`src/rtl/byte_word_packer.sv`:
```
// ============================================================================
// Module   : byte_word_packer
// Purpose  : Packs four zero-extended byte results into one 32-bit word, with
//            early flush of a partial word and per-lane byte enables.
//            Optional macro: PACKER_ZERO_EXT_CHECK_EN (adds sticky err port).
// Revision : 1.0 - initial release
// ============================================================================
`default_nettype none

module byte_word_packer #(
    parameter int N     = 32,
    parameter int CNT_W = 16
) (
    input  logic             clk,
    input  logic             rst,
    input  logic             in_valid,
    output logic             in_ready,
    input  logic [N-1:0]     in_data,
    input  logic             in_last,
    output logic             out_valid,
    input  logic             out_ready,
    output logic [N-1:0]     out_word,
    output logic [3:0]       out_byte_en,
    output logic [CNT_W-1:0] out_count
`ifdef PACKER_ZERO_EXT_CHECK_EN
    ,
    output logic             err
`endif
);

    localparam logic [0:0] S_FILL = 1'b0;
    localparam logic [0:0] S_HOLD = 1'b1;

    logic [0:0]       state_q, state_d;
    logic [1:0]       ptr_q, ptr_d;
    logic [N-1:0]     acc_q, acc_d;
    logic [3:0]       en_q, en_d;
    logic [N-1:0]     out_word_q, out_word_d;
    logic [3:0]       out_be_q, out_be_d;
    logic [CNT_W-1:0] out_count_q, out_count_d;

    logic             w_in_xfer;
    logic             w_out_xfer;
    logic             w_complete;
    logic [N-1:0]     w_acc_merged;
    logic [3:0]       w_en_merged;

    assign w_in_xfer  = in_valid && in_ready;
    assign w_out_xfer = out_valid && out_ready;
    assign w_complete = w_in_xfer && ((ptr_q == 2'd3) || in_last);

    // ------------------------------------------------------------------
    // Output-side FSM: state register
    // ------------------------------------------------------------------
    always_ff @(posedge clk or posedge rst) begin
        if (rst) begin
            state_q <= S_FILL;
        end else begin
            state_q <= state_d;
        end
    end

    // A completion in the same cycle as a drain reloads the holding slot.
    always_comb begin
        state_d = state_q;
        case (state_q)
            S_FILL: begin
                if (w_complete) begin
                    state_d = S_HOLD;
                end
            end
            S_HOLD: begin
                if (w_complete) begin
                    state_d = S_HOLD;
                end else if (out_ready) begin
                    state_d = S_FILL;
                end
            end
            default: begin
                state_d = S_FILL;
            end
        endcase
    end

    always_comb begin
        out_valid = (state_q == S_HOLD);
        in_ready  = !out_valid || out_ready;
    end

    // ------------------------------------------------------------------
    // Accumulator lane merge
    // ------------------------------------------------------------------
    always_comb begin
        w_acc_merged                        = acc_q;
        w_acc_merged[{ptr_q, 3'b000} +: 8]  = in_data[7:0];
        w_en_merged                         = en_q | (4'b0001 << ptr_q);
    end

    always_comb begin
        acc_d = acc_q;
        en_d  = en_q;
        ptr_d = ptr_q;
        if (w_in_xfer) begin
            if (w_complete) begin
                acc_d = '0;
                en_d  = '0;
                ptr_d = '0;
            end else begin
                acc_d = w_acc_merged;
                en_d  = w_en_merged;
                ptr_d = ptr_q + 2'd1;
            end
        end
    end

    always_comb begin
        out_word_d  = out_word_q;
        out_be_d    = out_be_q;
        out_count_d = out_count_q + {{(CNT_W-1){1'b0}}, w_out_xfer};
        if (w_complete) begin
            out_word_d = w_acc_merged;
            out_be_d   = w_en_merged;
        end
    end

    always_ff @(posedge clk or posedge rst) begin
        if (rst) begin
            ptr_q       <= '0;
            acc_q       <= '0;
            en_q        <= '0;
            out_word_q  <= '0;
            out_be_q    <= '0;
            out_count_q <= '0;
        end else begin
            ptr_q       <= ptr_d;
            acc_q       <= acc_d;
            en_q        <= en_d;
            out_word_q  <= out_word_d;
            out_be_q    <= out_be_d;
            out_count_q <= out_count_d;
        end
    end

    assign out_word    = out_word_q;
    assign out_byte_en = out_be_q;
    assign out_count   = out_count_q;

`ifdef PACKER_ZERO_EXT_CHECK_EN
    logic err_q, err_d;

    // Sticky flag: any accepted byte with non-zero upper bits.
    assign err_d = err_q || (w_in_xfer && (|in_data[N-1:8]));

    always_ff @(posedge clk or posedge rst) begin
        if (rst) begin
            err_q <= 1'b0;
        end else begin
            err_q <= err_d;
        end
    end

    assign err = err_q;
`else
    logic w_unused_upper;
    assign w_unused_upper = ^in_data[N-1:8];
`endif

endmodule

`default_nettype wire
```
`config.mk`:
```
export PLATFORM = sky130hd
export DESIGN_NAME = byte_word_packer
export DESIGN_NICKNAME = d
export VERILOG_FILES = /design/src/rtl/byte_word_packer.sv
export SDC_FILE = /design/constraint.sdc
export NUM_CORES = 1
export LEC_CHECK = 0
export ABC_AREA = 1
export ABC_CLOCK_PERIOD_IN_PS = 3100
export CAP_MARGIN = 15
export CORE_MARGIN = 2
export CORE_UTILIZATION = 53
export DETAILED_ROUTE_END_ITERATION = 8
export DONT_BUFFER_PORTS = 1
export GPL_TIMING_DRIVEN = 0
export PLACE_DENSITY = 0.68
export REMOVE_ABC_BUFFERS = 1
export SETUP_SLACK_MARGIN = 0.05
export SYNTH_ARGS = -nofsm -noshare
export SYNTH_HDL_FRONTEND = slang
export SYNTH_SLANG_ARGS = --single-unit
```
`constraint.sdc`:
```
create_clock -name clk -period 3.1 [get_ports clk]
set_input_delay 0.31 -clock clk [delete_from_list [all_inputs] [get_ports clk]]
set_output_delay 0.31 -clock clk [all_outputs]
set_load 0.03 [all_outputs]
```
==> results_dict.tcl, run 1 <==
set metrics [dict create \
    clock_sinks 91 \
    dr.first_iter.drc_count 146 \
    clk_latency_ps 360 \
    critPathBufInv 2 \
    p_per_area_mw_per_mm2 657 \
    cp_slowest_stage_delay_ps 670 \
    relSlewSlack_pct 47.8 \
    vias 3291 \
    hold_slack_ps 185 \
    power.switching_mw 1.02 \
    cts_setup_buffers 0 \
    hold_class "in2reg" \
    ys.flop_type "dfrtp_1" \
    syn_area_mm2 0.00430 \
    path_max_fanout 15 \
    pwr-share-clk_pct 33.2 \
    yosysSeqAreaShare_pct 52.9 \
    firstDrtPassIters 4 \
    die_width_um 94.1 \
    num_rows 32 \
    crit_arrival_ps 2750 \
    yosys-top-cells-count "nand2_1 (289), dfrtp_1 (91), inv_1 (27)" \
    post_cts_resize_count 0 \
    grt_max_degree 60 \
    grt_pass1_vias 3402 \
    setup_viol 0 \
    ant_nets 0 \
    worstMarginPinSlew_ps 780 \
    clockRootBuffer "clkbuf_8" \
    min_period_ps 2450 \
    dpl.hpwl_mm 5.97 \
    numCtsBuffers 9 \
    critical_path_class "reg2reg" \
    clock_path_buffers 2 \
    synth_area_leaders "dfrtp_1 (53%), nand2_1 (25%), ha_1 (2.9%)" \
    synth_cells 540 \
    via_per_inst 5.13 \
    swShare_pct 33.6 \
    start_util_pct 55.1 \
    critPathSlowestCell "dfrtp_1" \
    rsz0062_at_grt "no" \
    cts_max_level 3 \
    max_freq_mhz 408 \
    start_kind "register" \
    cts-hold-fix-buffers 1 \
    num-fill-cells 720 \
    ys_seq_elements 91 \
    areaGrowthSynthToFinish_pct 7.21 \
    ioPinCount 91 \
    cp.required_ps 3400 \
    core-area_mm2 0.00781 \
    postPlaceCellArea_mm2 0.00434 \
    fin_nets 582 \
    cts_tree "done" \
    synth_top_area_share_pct 52.9 \
    path_cells "inv_1, ha_1, inv_2, nand3_1, o21ai_0, nand2_1, nand2_1" \
    stdcell_count 642 \
    diodes 0 \
    wl_per_cell_um 13.7 \
    cp-end-kind "register" \
    drive_gt1_share_pct 6.30 \
    overflow 0 \
    p_total_mw 3.03 \
    cts.clk_slew.worst_paths_ps 90 \
    place_congestion 0.816 \
    wl_mm 8.82 \
    fin_setup_tns_ps 0 \
    grt.total_usage_pct 22.2 \
    synth_edf_count 0 \
    p_int_mw 2.01 \
    crit_family "flip-flops" \
    async_flop_share_pct 100 \
    min_period_over_period_pct 79.1 \
    synth_top_cell_by_area "dfrtp_1" \
    hold_viol 0 \
    peakVddDrop_v 0.000451 \
    comb_power_share_pct 15.0 \
    skew_ps 11.0 \
    drc 0 \
    cap_violations 0 \
    grt_pass1_wl_mm 15.6 \
    synth.yosys.warnings 0 \
    slew_violations 0 \
    p_leak_nw 2.53 \
    dpl.cell_count 625 \
    synth.avg_cell_area_um2 7.97 \
    antenna_found_initial 0 \
    yosysUniqueCellTypes 25 \
    cpMostUsedCell "nand2_1" \
    design.die.area_mm2 0.00885 \
    synth_most_common_cell "nand2_1" \
    portBuffers 0 \
    die_y_um 94.1 \
    final_area_mm2 0.00461 \
    status "complete, no violations" \
    seq_power_share_pct 51.8 \
]
==> worst paths after layout <==
kind / slack (ps) / cells past startpoint / startpoint / end
setup / recovery: 650 / 7 / ptr_q[0]$_DFFE_PP0P_ / acc_q[11]$_DFFE_PP0P_
hold / removal: 180 / 3 / out_ready / out_count[0]$_DFF_PP0_
setup reg to reg: 650 / 7 / ptr_q[0]$_DFFE_PP0P_ / acc_q[11]$_DFFE_PP0P_
hold reg to reg: 490 / 2 / acc_q[1]$_DFFE_PP0P_ / acc_q[1]$_DFFE_PP0P_
max in group asynchronous: 2040 / 3 / rst / acc_q[23]$_DFFE_PP0P_
min in group asynchronous: 440 / 2 / rst / out_byte_en[2]$_DFFE_PP0P_
==> kinds of logic (layout without fill, tap and decap cells) <==
| group | Yosys count | count (layout) | synth area share (%) |
|---|---|---|---|
| xor gates and xnor gates | 9 | 9 | 1.83 |
| and+or+nand+nor | 359 | 359 | 34.4 |
| adders and majority gates | 10 | 10 | 2.91 |
| DFF | 91 | 91 | 52.9 |
| AOI/OAI and AO/OA | 21 | 21 | 2.44 |
| buffers and inverters | 50 | 50 | 5.50 |
==> worst reg2reg max path, delay by kind of cell, from the launching register on <==
family | cells | cell delay (ps)
buffers and inverters | 2 | 470
DFF | 1 | 670
adders and majority gates | 1 | 390
AOI/OAI and AO/OA | 1 | 400
and+or+nand+nor | 3 | 450
==> cell usage in the layout, fill, tap and decap left out, drive strengths merged, types with 2 or more instances in the layout <==
master	Yosys	routed
nand2	292	292
xor2	5	5
inv	31	32
nor2	31	31
bufinv	0	3
nand4	12	12
clkbuf	3	11
dfrtp	91	91
or2	2	2
ha	10	10
xnor2	4	4
clkinv	1	2
nand3	22	22
o21ai	20	20
==> metrics by stage <==
stage,util (%),worst slack [ps]
6_report,59.1,649
4_1_cts,59.1,676
2_1_floorplan,-,426
3_5_place_dp,55.6,712
5_1_grt,59.1,358
3_3_place_gp,55.2,-594
==> power by group through the flow <==
stage	Clock, mW	Sequential [mW]	Combinational (mW)
3_3_place_gp	0	1.59	0.444
4_1_cts	1.03	1.57	0.464
2_1_floorplan	0	1.57	0.356
5_1_grt	1.08	1.59	0.532
3_5_place_dp	0	1.59	0.460
6_report	1.01	1.57	0.455
==> routing by layer <==
layer / global-route usage, % / up-vias / wire length [um]
met1: 28.8 / 1533 / 4100
met3: 5.62 / 15 / 584
met5: 0 / - / 0
met2: 35.7 / 94 / 3960
li1: - / 1649 / -
met4: 8.70 / 0 / 174
==> registers in the layout (all words and copies together), names as in the netlist <==
name,cells
out_byte_en,4
out_count,16
acc_q,32
en_q,4
out_word,32
out_valid,1
ptr_q,2
==> layout make-up <==
type / instances / area (um2) / share of cell area (%)
multi-input combinational: 399 / 1790 / 38.8
inverter: 32 / 123 / 2.66
sequential: 91 / 2280 / 49.4
clock buffer: 11 / 151 / 3.28
tap: 102 / 128 / 2.77
timing repair buffer: 2 / 37.5 / 0.814
clock inverter: 5 / 108 / 2.33
(Power assumes the default switching activity.)
==> inputs of run 2 (changes only) <==
ABC_CLOCK_PERIOD_IN_PS = 2350   (was 3100)
clock period = 2.35 ns   (was 3.1 ns; I/O delays follow)
==> run 2 against run 1 <==
Effect of this change: final area up 1.1%; global-route usage unchanged; combinational power up 42%; critical endpoint is now en_q[0]$_DFFE_PP0P_.
==> results_dict.tcl, run 2 (synthesized netlist as in run 1, its figures left out) <==
set metrics [dict create \
    die_width_um 94.1 \
    diodes 0 \
    clockRootBuffer "clkbuf_8" \
    relSlewSlack_pct 63.8 \
    reg2regPathDepth 6 \
    cts_tree "done" \
    path_max_fanout 41 \
    max_freq_mhz 490 \
    dr.first_iter.drc_count 165 \
    worstMarginPinSlew_ps 543 \
    dpl.hpwl_mm 5.97 \
    final_cell_mix "nand2_1 (289), dfrtp_1 (90), inv_1 (26)" \
    overflow 0 \
    p_total_mw 4.04 \
    regToRegSetupSlack_ps 310 \
    fin_setup_tns_ps 0 \
    setup_viol 0 \
    grt.total_usage_pct 22.2 \
    hold_depth 3 \
    grt_pass1_vias 3402 \
    dpl.cell_count 625 \
    drc 0 \
    grt_max_degree 60 \
    numCtsBuffers 9 \
    fin_nets 587 \
    critical_path_class "reg2reg" \
    cap_violations 0 \
    cpMostUsedCell "nand2_4" \
    num_rows 32 \
    crit_arrival_ps 2330 \
    areaGrowthSynthToFinish_pct 8.44 \
    cts_max_level 3 \
    drive_gt1_share_pct 7.52 \
    start_util_pct 55.1 \
    critPathBufInv 1 \
    p_per_area_mw_per_mm2 865 \
    clock_path_buffers 2 \
    ant_nets 0 \
    antenna_found_initial 0 \
    slew_violations 0 \
    via_per_inst 5.13 \
    rsz0062_at_grt "no" \
    core-area_mm2 0.00781 \
    vias 3321 \
    ioPinCount 91 \
    layout_commonest_cell "nand2_1" \
    min_period_ps 2040 \
    cp.required_ps 2640 \
    start_kind "register" \
    cts.clk_slew.worst_paths_ps 90 \
    num-fill-cells 712 \
    skew_ps 9.46 \
    wl_per_cell_um 14.0 \
    status "complete, no violations" \
    peakVddDrop_v 0.000589 \
    cp_slowest_stage_delay_ps 550 \
    path_cells "nand2_2, nand2_4, inv_2, nand2_4, nand2_1, a21oi_1" \
    firstDrtPassIters 4 \
    path_depth 6 \
    clk_latency_ps 360 \
    utilization_pct 59.7 \
    grt_pass1_wl_mm 15.6 \
    cp-end-kind "register" \
    die_y_um 94.1 \
    portBuffers 0 \
    crit_family "simple AND/OR/NAND/NOR gates" \
    critPathSlowestCell "dfrtp_1" \
    hold_viol 0 \
    postLayoutSetupSlackWorst_ps 311 \
    min_period_over_period_pct 86.8 \
    wl_mm 9.03 \
    hold_class "in2reg" \
    p_leak_nw 2.56 \
    design.die.area_mm2 0.00885 \
    place_congestion 0.816 \
    stdcell_count 647 \
    clock_sinks 91 \
    dp_slack_ps -37.9 \
]
## run 2: final timing paths
path / from / endpoint
max in group asynchronous: rst / acc_q[23]$_DFFE_PP0P_
hold reg to reg: acc_q[9]$_DFFE_PP0P_ / acc_q[9]$_DFFE_PP0P_
min in group asynchronous: rst / out_byte_en[2]$_DFFE_PP0P_
setup reg to reg: out_valid$_DFF_PP0_ / en_q[0]$_DFFE_PP0P_
setup / recovery: out_valid$_DFF_PP0_ / en_q[0]$_DFFE_PP0P_
hold / removal: out_ready / out_count[0]$_DFF_PP0_
## run 2: metrics by stage
stage	instance area [um2]	hold slack (ps)
4_1_cts	4620	99.2
3_5_place_dp	4340	149
2_1_floorplan	4190	431
3_3_place_gp	4310	443
6_report	4660	110
5_1_grt	4660	120
## run 2: repair_timing
item | 4_1_cts | 5_1_grt
hold buffers | 1 | 0
resized for setup | 2 | 7
hold endpoints to repair | 32 | 0
gates cloned | 0 | 1
buffers inserted | 0 | 4
pin swaps | 0 | 1
setup endpoints to repair | 17 | 19
## run 2: layout make-up
cell class	count	area, um2	area share [%]
clock buffers	11	151	3.25
clock inverters	5	108	2.31
flip-flops and latches	91	2280	48.8
repair buffers	6	67.6	1.45
well taps	102	128	2.74
inverters	32	123	2.63
multi-input cells	400	1810	38.8
## run 2: report_power, final
part           switching [mW]  total, mW  leakage [nW]  internal, mW
Combinational           0.453      0.647          1.19         0.194
Sequential              0.350       2.06          1.24          1.71
Clock                   0.557       1.33         0.130         0.770
Total                    1.36       4.04          2.56          2.68
## run 2: routing by layer
metal | vias up | GRT usage, % | share of wire, %
li1 | 1662 | - | -
met1 | 1555 | 28.8 | 46
met2 | 91 | 35.7 | 46
met3 | 13 | 5.62 | 6.2
met4 | 0 | 8.70 | 1.7
met5 | - | 0 | 0
## run 2: worst min-delay path: stages
cell and delay (ps):
nand2_1 40, inv_1 50, ha_1 110
